===== src/rtl/d5m_pattern_source.sv =====
// D5M sensor emulator: drives FVAL/LVAL/12-bit Bayer pixels, one per clock, with
// selectable deterministic test images and start/stop/single-frame control.
// Ports:
//   i_clk, i_rst          pixel clock, asynchronous active-high reset
//   i_start, i_stop       pulses: begin streaming / finish current frame then idle
//   i_single              level, sampled at frame start: stream one frame only
//   i_pattern, i_level    pattern select and solid value, sampled at frame start
//   o_fval, o_lval, o_d   frame valid, line valid, Bayer pixel (0 outside LVAL)
//   o_sof, o_eof          first / last FVAL-high cycle of a frame
//   o_busy                high in every state except IDLE
//   o_frame_cnt           completed frames, updates the cycle after o_eof
module d5m_pattern_source #(
    parameter int unsigned H_ACTIVE = 640,
    parameter int unsigned V_ACTIVE = 480,
    parameter int unsigned H_BLANK  = 16,
    parameter int unsigned FV_LEAD  = 2,
    parameter int unsigned FV_TRAIL = 2,
    parameter int unsigned V_BLANK  = 32
) (
    input  logic        i_clk,
    input  logic        i_rst,
    input  logic        i_start,
    input  logic        i_stop,
    input  logic        i_single,
    input  logic [1:0]  i_pattern,
    input  logic [11:0] i_level,
    output logic        o_fval,
    output logic        o_lval,
    output logic [11:0] o_d,
    output logic        o_sof,
    output logic        o_eof,
    output logic        o_busy,
    output logic [15:0] o_frame_cnt
);

    localparam int unsigned MAX_AB   = (H_ACTIVE > H_BLANK) ? H_ACTIVE : H_BLANK;
    localparam int unsigned MAX_CD   = (FV_LEAD > FV_TRAIL) ? FV_LEAD : FV_TRAIL;
    localparam int unsigned MAX_ABCD = (MAX_AB > MAX_CD) ? MAX_AB : MAX_CD;
    localparam int unsigned MAX_LEN  = (MAX_ABCD > V_BLANK) ? MAX_ABCD : V_BLANK;
    localparam int unsigned CNT_W    = $clog2(MAX_LEN);
    localparam int unsigned Y_W      = (V_ACTIVE > 1) ? $clog2(V_ACTIVE) : 1;
    localparam int unsigned BAR_LEN  = H_ACTIVE / 8;
    localparam int unsigned BPOS_W   = (BAR_LEN > 1) ? $clog2(BAR_LEN) : 1;
    localparam int unsigned D_W      = 12;
    localparam int unsigned FC_W     = 16;

    typedef enum logic [2:0] {
        S_IDLE,
        S_LEAD,
        S_LINE,
        S_HBLK,
        S_TRAIL,
        S_VBLK
    } state_t;

    state_t            state, state_nxt;
    logic [CNT_W-1:0]  cnt, cnt_nxt;      // cycle index within the current state; x in LINE
    logic [Y_W-1:0]    y, y_nxt;
    logic [BPOS_W-1:0] bpos, bpos_nxt;    // pixel index within the current colour bar
    logic [2:0]        bar, bar_nxt;
    logic              stop_req, stop_nxt;
    logic [1:0]        pat, pat_nxt;
    logic [D_W-1:0]    level, level_nxt;
    logic [FC_W-1:0]   fcnt_nxt;

    logic              fval_nxt, lval_nxt, sof_nxt, eof_nxt, busy_nxt;
    logic [D_W-1:0]    d_nxt;
    logic              ch_en;

    // State register
    always_ff @(posedge i_clk or posedge i_rst) begin
        if (i_rst) begin
            state <= S_IDLE;
        end else begin
            state <= state_nxt;
        end
    end

    // Next-state, counters and next-cycle output values
    always_comb begin
        state_nxt = state;
        cnt_nxt   = cnt;
        y_nxt     = y;
        bpos_nxt  = '0;
        bar_nxt   = '0;
        stop_nxt  = stop_req;
        pat_nxt   = pat;
        level_nxt = level;
        fcnt_nxt  = o_frame_cnt;
        ch_en     = 1'b0;
        d_nxt     = '0;

        if (state != S_IDLE && i_stop) begin
            stop_nxt = 1'b1;
        end

        unique case (state)
            S_IDLE: begin
                stop_nxt = 1'b0;
                // Stop beats start when both arrive together
                if (i_start && !i_stop) begin
                    state_nxt = S_LEAD;
                    cnt_nxt   = '0;
                    y_nxt     = '0;
                    pat_nxt   = i_pattern;
                    level_nxt = i_level;
                    stop_nxt  = i_single;
                end
            end
            S_LEAD: begin
                if (cnt == CNT_W'(FV_LEAD - 1)) begin
                    state_nxt = S_LINE;
                    cnt_nxt   = '0;
                end else begin
                    cnt_nxt = cnt + CNT_W'(1);
                end
            end
            S_LINE: begin
                if (cnt == CNT_W'(H_ACTIVE - 1)) begin
                    cnt_nxt   = '0;
                    state_nxt = (y == Y_W'(V_ACTIVE - 1)) ? S_TRAIL : S_HBLK;
                end else begin
                    cnt_nxt = cnt + CNT_W'(1);
                    // Bar index tracked by a wrap counter instead of dividing x
                    if (bpos == BPOS_W'(BAR_LEN - 1)) begin
                        bpos_nxt = '0;
                        bar_nxt  = bar + 3'd1;
                    end else begin
                        bpos_nxt = bpos + BPOS_W'(1);
                        bar_nxt  = bar;
                    end
                end
            end
            S_HBLK: begin
                if (cnt == CNT_W'(H_BLANK - 1)) begin
                    state_nxt = S_LINE;
                    cnt_nxt   = '0;
                    y_nxt     = y + Y_W'(1);
                end else begin
                    cnt_nxt = cnt + CNT_W'(1);
                end
            end
            S_TRAIL: begin
                if (cnt == CNT_W'(FV_TRAIL - 1)) begin
                    state_nxt = S_VBLK;
                    cnt_nxt   = '0;
                    fcnt_nxt  = o_frame_cnt + FC_W'(1);
                end else begin
                    cnt_nxt = cnt + CNT_W'(1);
                end
            end
            S_VBLK: begin
                if (cnt == CNT_W'(V_BLANK - 1)) begin
                    cnt_nxt = '0;
                    if (stop_req || i_stop) begin
                        state_nxt = S_IDLE;
                        stop_nxt  = 1'b0;
                    end else begin
                        state_nxt = S_LEAD;
                        y_nxt     = '0;
                        pat_nxt   = i_pattern;
                        level_nxt = i_level;
                        stop_nxt  = i_single;
                    end
                end else begin
                    cnt_nxt = cnt + CNT_W'(1);
                end
            end
            default: begin
                state_nxt = S_IDLE;
            end
        endcase

        fval_nxt = (state_nxt == S_LEAD) || (state_nxt == S_LINE) ||
                   (state_nxt == S_HBLK) || (state_nxt == S_TRAIL);
        lval_nxt = (state_nxt == S_LINE);
        sof_nxt  = (state_nxt == S_LEAD) && (state != S_LEAD);
        eof_nxt  = (state_nxt == S_TRAIL) && (cnt_nxt == CNT_W'(FV_TRAIL - 1));
        busy_nxt = (state_nxt != S_IDLE);

        // Bayer channel by (y[0], x[0]): 00=G 01=R 10=B 11=G; bar bits are {R,G,B}
        unique case ({y_nxt[0], cnt_nxt[0]})
            2'b00, 2'b11: ch_en = bar_nxt[1];
            2'b01:        ch_en = bar_nxt[2];
            default:      ch_en = bar_nxt[0];
        endcase

        if (lval_nxt) begin
            unique case (pat)
                2'd0:    d_nxt = level;
                2'd1:    d_nxt = D_W'({cnt_nxt, 2'b00});
                2'd2:    d_nxt = ch_en ? 12'hFFF : 12'h000;
                default: d_nxt = {o_frame_cnt[3:0], 4'(y_nxt), 4'(cnt_nxt)};
            endcase
        end
    end

    // Datapath and registered outputs
    always_ff @(posedge i_clk or posedge i_rst) begin
        if (i_rst) begin
            cnt         <= '0;
            y           <= '0;
            bpos        <= '0;
            bar         <= '0;
            stop_req    <= 1'b0;
            pat         <= '0;
            level       <= '0;
            o_frame_cnt <= '0;
            o_fval      <= 1'b0;
            o_lval      <= 1'b0;
            o_d         <= '0;
            o_sof       <= 1'b0;
            o_eof       <= 1'b0;
            o_busy      <= 1'b0;
        end else begin
            cnt         <= cnt_nxt;
            y           <= y_nxt;
            bpos        <= bpos_nxt;
            bar         <= bar_nxt;
            stop_req    <= stop_nxt;
            pat         <= pat_nxt;
            level       <= level_nxt;
            o_frame_cnt <= fcnt_nxt;
            o_fval      <= fval_nxt;
            o_lval      <= lval_nxt;
            o_d         <= d_nxt;
            o_sof       <= sof_nxt;
            o_eof       <= eof_nxt;
            o_busy      <= busy_nxt;
        end
    end

endmodule


===== config.mk =====
export PLATFORM = sky130hd
export DESIGN_NAME = d5m_pattern_source
export DESIGN_NICKNAME = d
export VERILOG_FILES = /design/src/rtl/d5m_pattern_source.sv
export SDC_FILE = /design/constraint.sdc
export NUM_CORES = 1
export LEC_CHECK = 0
export CORE_MARGIN = 1.5
export CORE_UTILIZATION = 40
export CTS_BUF_LIST = sky130_fd_sc_hd__clkbuf_4 sky130_fd_sc_hd__clkbuf_8 sky130_fd_sc_hd__clkbuf_16
export CTS_CLUSTER_DIAMETER = 60
export DETAILED_ROUTE_END_ITERATION = 16
export PLACE_DENSITY = 0.67
export SETUP_SLACK_MARGIN = 0.5
export SLEW_MARGIN = 20
export SYNTH_ARGS = -nofsm -noshare
export SYNTH_HDL_FRONTEND = slang
export SYNTH_SLANG_ARGS = --single-unit

===== constraint.sdc =====
create_clock -name i_clk -period 4.5 [get_ports i_clk]
set_clock_uncertainty 0.15 [all_clocks]
set_input_delay 0.45 -clock i_clk [delete_from_list [all_inputs] [get_ports i_clk]]
set_output_delay 0.45 -clock i_clk [all_outputs]
set_load 0.01 [all_outputs]

==> qor.yml <==
status:
  outcome: "completed"
sta:
  hold_viol_final: 0
  fin_ws_ns: 0.791
  fmax_ghz: 0.270
  relSlewSlack_pct: 39.2
  rsz0062_at_grt: "false"
  fin_crit_sh_pct: 82.4
  setup_viol: 0
  tightest_slew_ns: 0.912
  fin_tns_setup_ns: 0
  drv_slew: 0
  fin_crit_ns: 3.71
  hold_slack_ns: 0.306
min_path:
  min_from: "bpos[0]"
  hold_class: "reg2reg"
  hold_path_depth: 1
  hold_end: "bpos[0]"
clocking:
  clkTransAtPathRegs_ns: 0.08
  worstSkewPairLatency_ns: 0.35
  cts_tree: "yes"
  hold_buffers: 0
  post_cts_buffers: 0
  cts_buffers: 9
  clock_sinks: 80
  htreeDepth: 3
  clockBufferDepth: 2
  root_buffer: "clkbuf_8"
yosys:
  avgSynthCellArea_um2: 10.2
  synth_ff_type: "dfrtp_1"
  synth_nets: 448
  yosysTopAreaCell: "dfrtp_1"
  postSynthCellCount: 421
  yosysSeqAreaShare_pct: 46.4
  synth_edf_count: 0
  ys_top_cells_by_area: "dfrtp_1, xnor2_1, nand2_1"
  netlist_top_cells_count: "dfrtp_1, nand2_1, nor2_1"
  synth.top_cell.area_share_pct: 46.4
  synth.distinct_cells: 67
  synth-seq-cells: 80
  async_flop_share_pct: 100
  synth_most_common_cell: "dfrtp_1"
  yosys_warnings: 0
  netlist_area_um2: 4310
drt:
  first_iter_violations: 255
  wire_per_inst_um: 16.3
  vias_per_cell: 5.52
  drt-total-wl_mm: 9.90
  met3_length_um: 467
  dr_wl_met2_mm: 4.35
  route.detailed.drc: 0
  vias: 3343
  ant_nets: 0
  highest_layer: "met4"
  first_pass_iters: 4
  met1_length_mm: 4.77
die:
  io_pins: 52
  start_util_pct: 41.4
  die_h_um: 107
  core-area_um2: 10400
  dieWidth_um: 107
  die_area_um2: 11400
  row_count: 37
placement:
  portBuffers: 51
  dpl_cell_area_um2: 4860
  hpwl_mm: 7.05
  gp_congestion: 0.887
  place_ws_ns: 0.548
final_layout:
  fin_area_um2: 5100
  antenna_cells: 0
  fillers: 998
  syn2layout_area_growth_pct: 18.2
  fin_nets: 492
  drive_gt1_share_pct: 13.6
grt:
  antenna_found_initial: 0
  grt_overflow: 0
  grt_pass1_vias: 3262
  grt_usage_pct: 18.4
  grt_pass1_wl_mm: 16.4
  grt_max_degree: 55
power:
  clockPowerShare_pct: 23.5
  ir_drop_mv: 0.309
  pwr_density_cell_nw_per_um2: 457
  sequentialPowerShare_pct: 43.3
  combPwrFrac_pct: 33.2
  power.leakage_nw: 2.12
  p_switching_w: 0.000845
  finalPower_w: 0.00233
  switching_share_pct: 36.3
  power.internal_w: 0.00149
critical_path:
  crit_type: "reg2reg"
  arrival_ns: 3.77
  cp.required_ns: 4.56
  reg2regPathDepth: 12
  r2r_end: "o_d[7]"
  reg2reg_slack_ns: 0.79
  critPathLaunchType: "flip-flop"
  crit_path_end_kind: "flip-flop"
  path_max_fanout: 10
  rr_startpoint: "cnt[0]"
flow_run:
  maxCapViolCount: 0
## layout by cell type, fill, tap and decap left out, types with 5 or more instances in the layout
master,instances
nor3b_1,5
nor2_1,29
mux2i_1,5
a221oi_1,6
dfrtp_1,80
nor4b_1,5
clkdlybuf4s50_1,51
mux2_2,13
nand4_1,8
o22ai_1,7
nand3_1,21
nor2b_1,7
o211ai_1,6
nand2_1,45
nor3_1,8
o21ai_0,18
and3_1,9
xor2_1,7
ha_1,8
a21oi_1,11
xnor2_1,20
inv_1,13
clkbuf_8,11
## through the flow
stage	utilization, %	cells
after floorplan	-	421
after global placement	46.7	590
after detailed placement	46.7	590
after CTS	48.6	606
after global routing	48.9	606
final	48.9	606
## how the worst max path moves through the flow
stage | slack [ns] | cells after the start | end | from
6_report | 0.79 | 12 | o_d[7] | cnt[0]
5_1_grt | 0.53 | 12 | o_d[5] | cnt[0]
4_1_cts | 0.54 | 12 | o_d[7] | cnt[0]
3_5_place_dp | 0.55 | 12 | o_d[5] | i_stop
3_3_place_gp | 0.68 | 12 | o_d[5] | i_stop
2_1_floorplan | 1.08 | 13 | o_d[7] | cnt[0]
## layer usage
metal | vias up | GRT usage [%]
li1 | 1601 | -
met1 | 1630 | 25.8
met2 | 91 | 27.1
met3 | 21 | 3.22
met4 | 0 | 10.2
met5 | - | 0
## registers in the layout (all words and copies together) (netlist names)
signal       cells
stop_req         1
o_sof            1
o_frame_cnt     16
o_fval           1
o_busy           1
o_eof            1
o_lval           1
state            3
bpos             7
cnt             10
bar              3
level           12
y                9
o_d             12
pat              2
## cell type report
| type | count | area (um^2) | share of cell area, % |
|---|---|---|---|
| Clock buffer | 11 | 151 | 2.97 |
| Clock inverter | 5 | 55.1 | 1.08 |
| Inverter | 15 | 57.6 | 1.13 |
| Multi-Input combinational cell | 304 | 2120 | 41.6 |
| Sequential cell | 80 | 2000 | 39.3 |
| Tap cell | 136 | 170 | 3.34 |
| Timing Repair Buffer | 55 | 541 | 10.6 |
## power by group through the flow
| stage | sequential [W] | combinational (W) | clock, W |
|---|---|---|---|
| after global routing | 0.00103 | 0.000853 | 0.000593 |
| after detailed placement | 0.00101 | 0.000761 | 0 |
| after CTS | 0.00100 | 0.000764 | 0.000557 |
| after floorplan | 0.000954 | 0.000595 | 0 |
| final | 0.00101 | 0.000772 | 0.000548 |
| after global placement | 0.00101 | 0.000741 | 0 |
## critical path, stage by stage, from the launching register on
cell       delay [ns]
dfrtp_1          0.44
ha_1             0.29
and4_2           0.36
nand4_1          0.25
nor3_2           0.29
mux2i_4          0.17
mux2_2           0.34
inv_1            0.07
ha_1             0.22
a221o_1          0.38
a31oi_4          0.35
o2bb2ai_1        0.20
a2111oi_2        0.07
## repair_timing
action                                  in CTS  in global routing
endpoints found under the setup margin       0                 10
gates resized for setup                      0                  5
endpoints found under the hold margin        0                  0
## logic make-up (layout without fill, tap and decap cells)
kind of cell | count (synthesis) | in the layout | share of synthesized area (%)
DFF | 80 | 80 | 46.4
xor gates and xnor gates | 27 | 27 | 5.48
adders and majority gates | 8 | 8 | 2.32
and+or+nand+nor | 172 | 172 | 21.6
AOI/OAI and AO/OA | 78 | 78 | 13.7
buffers and inverters | 37 | 86 | 5.39
muxes | 19 | 19 | 5.08
(Power assumes the default switching activity.)
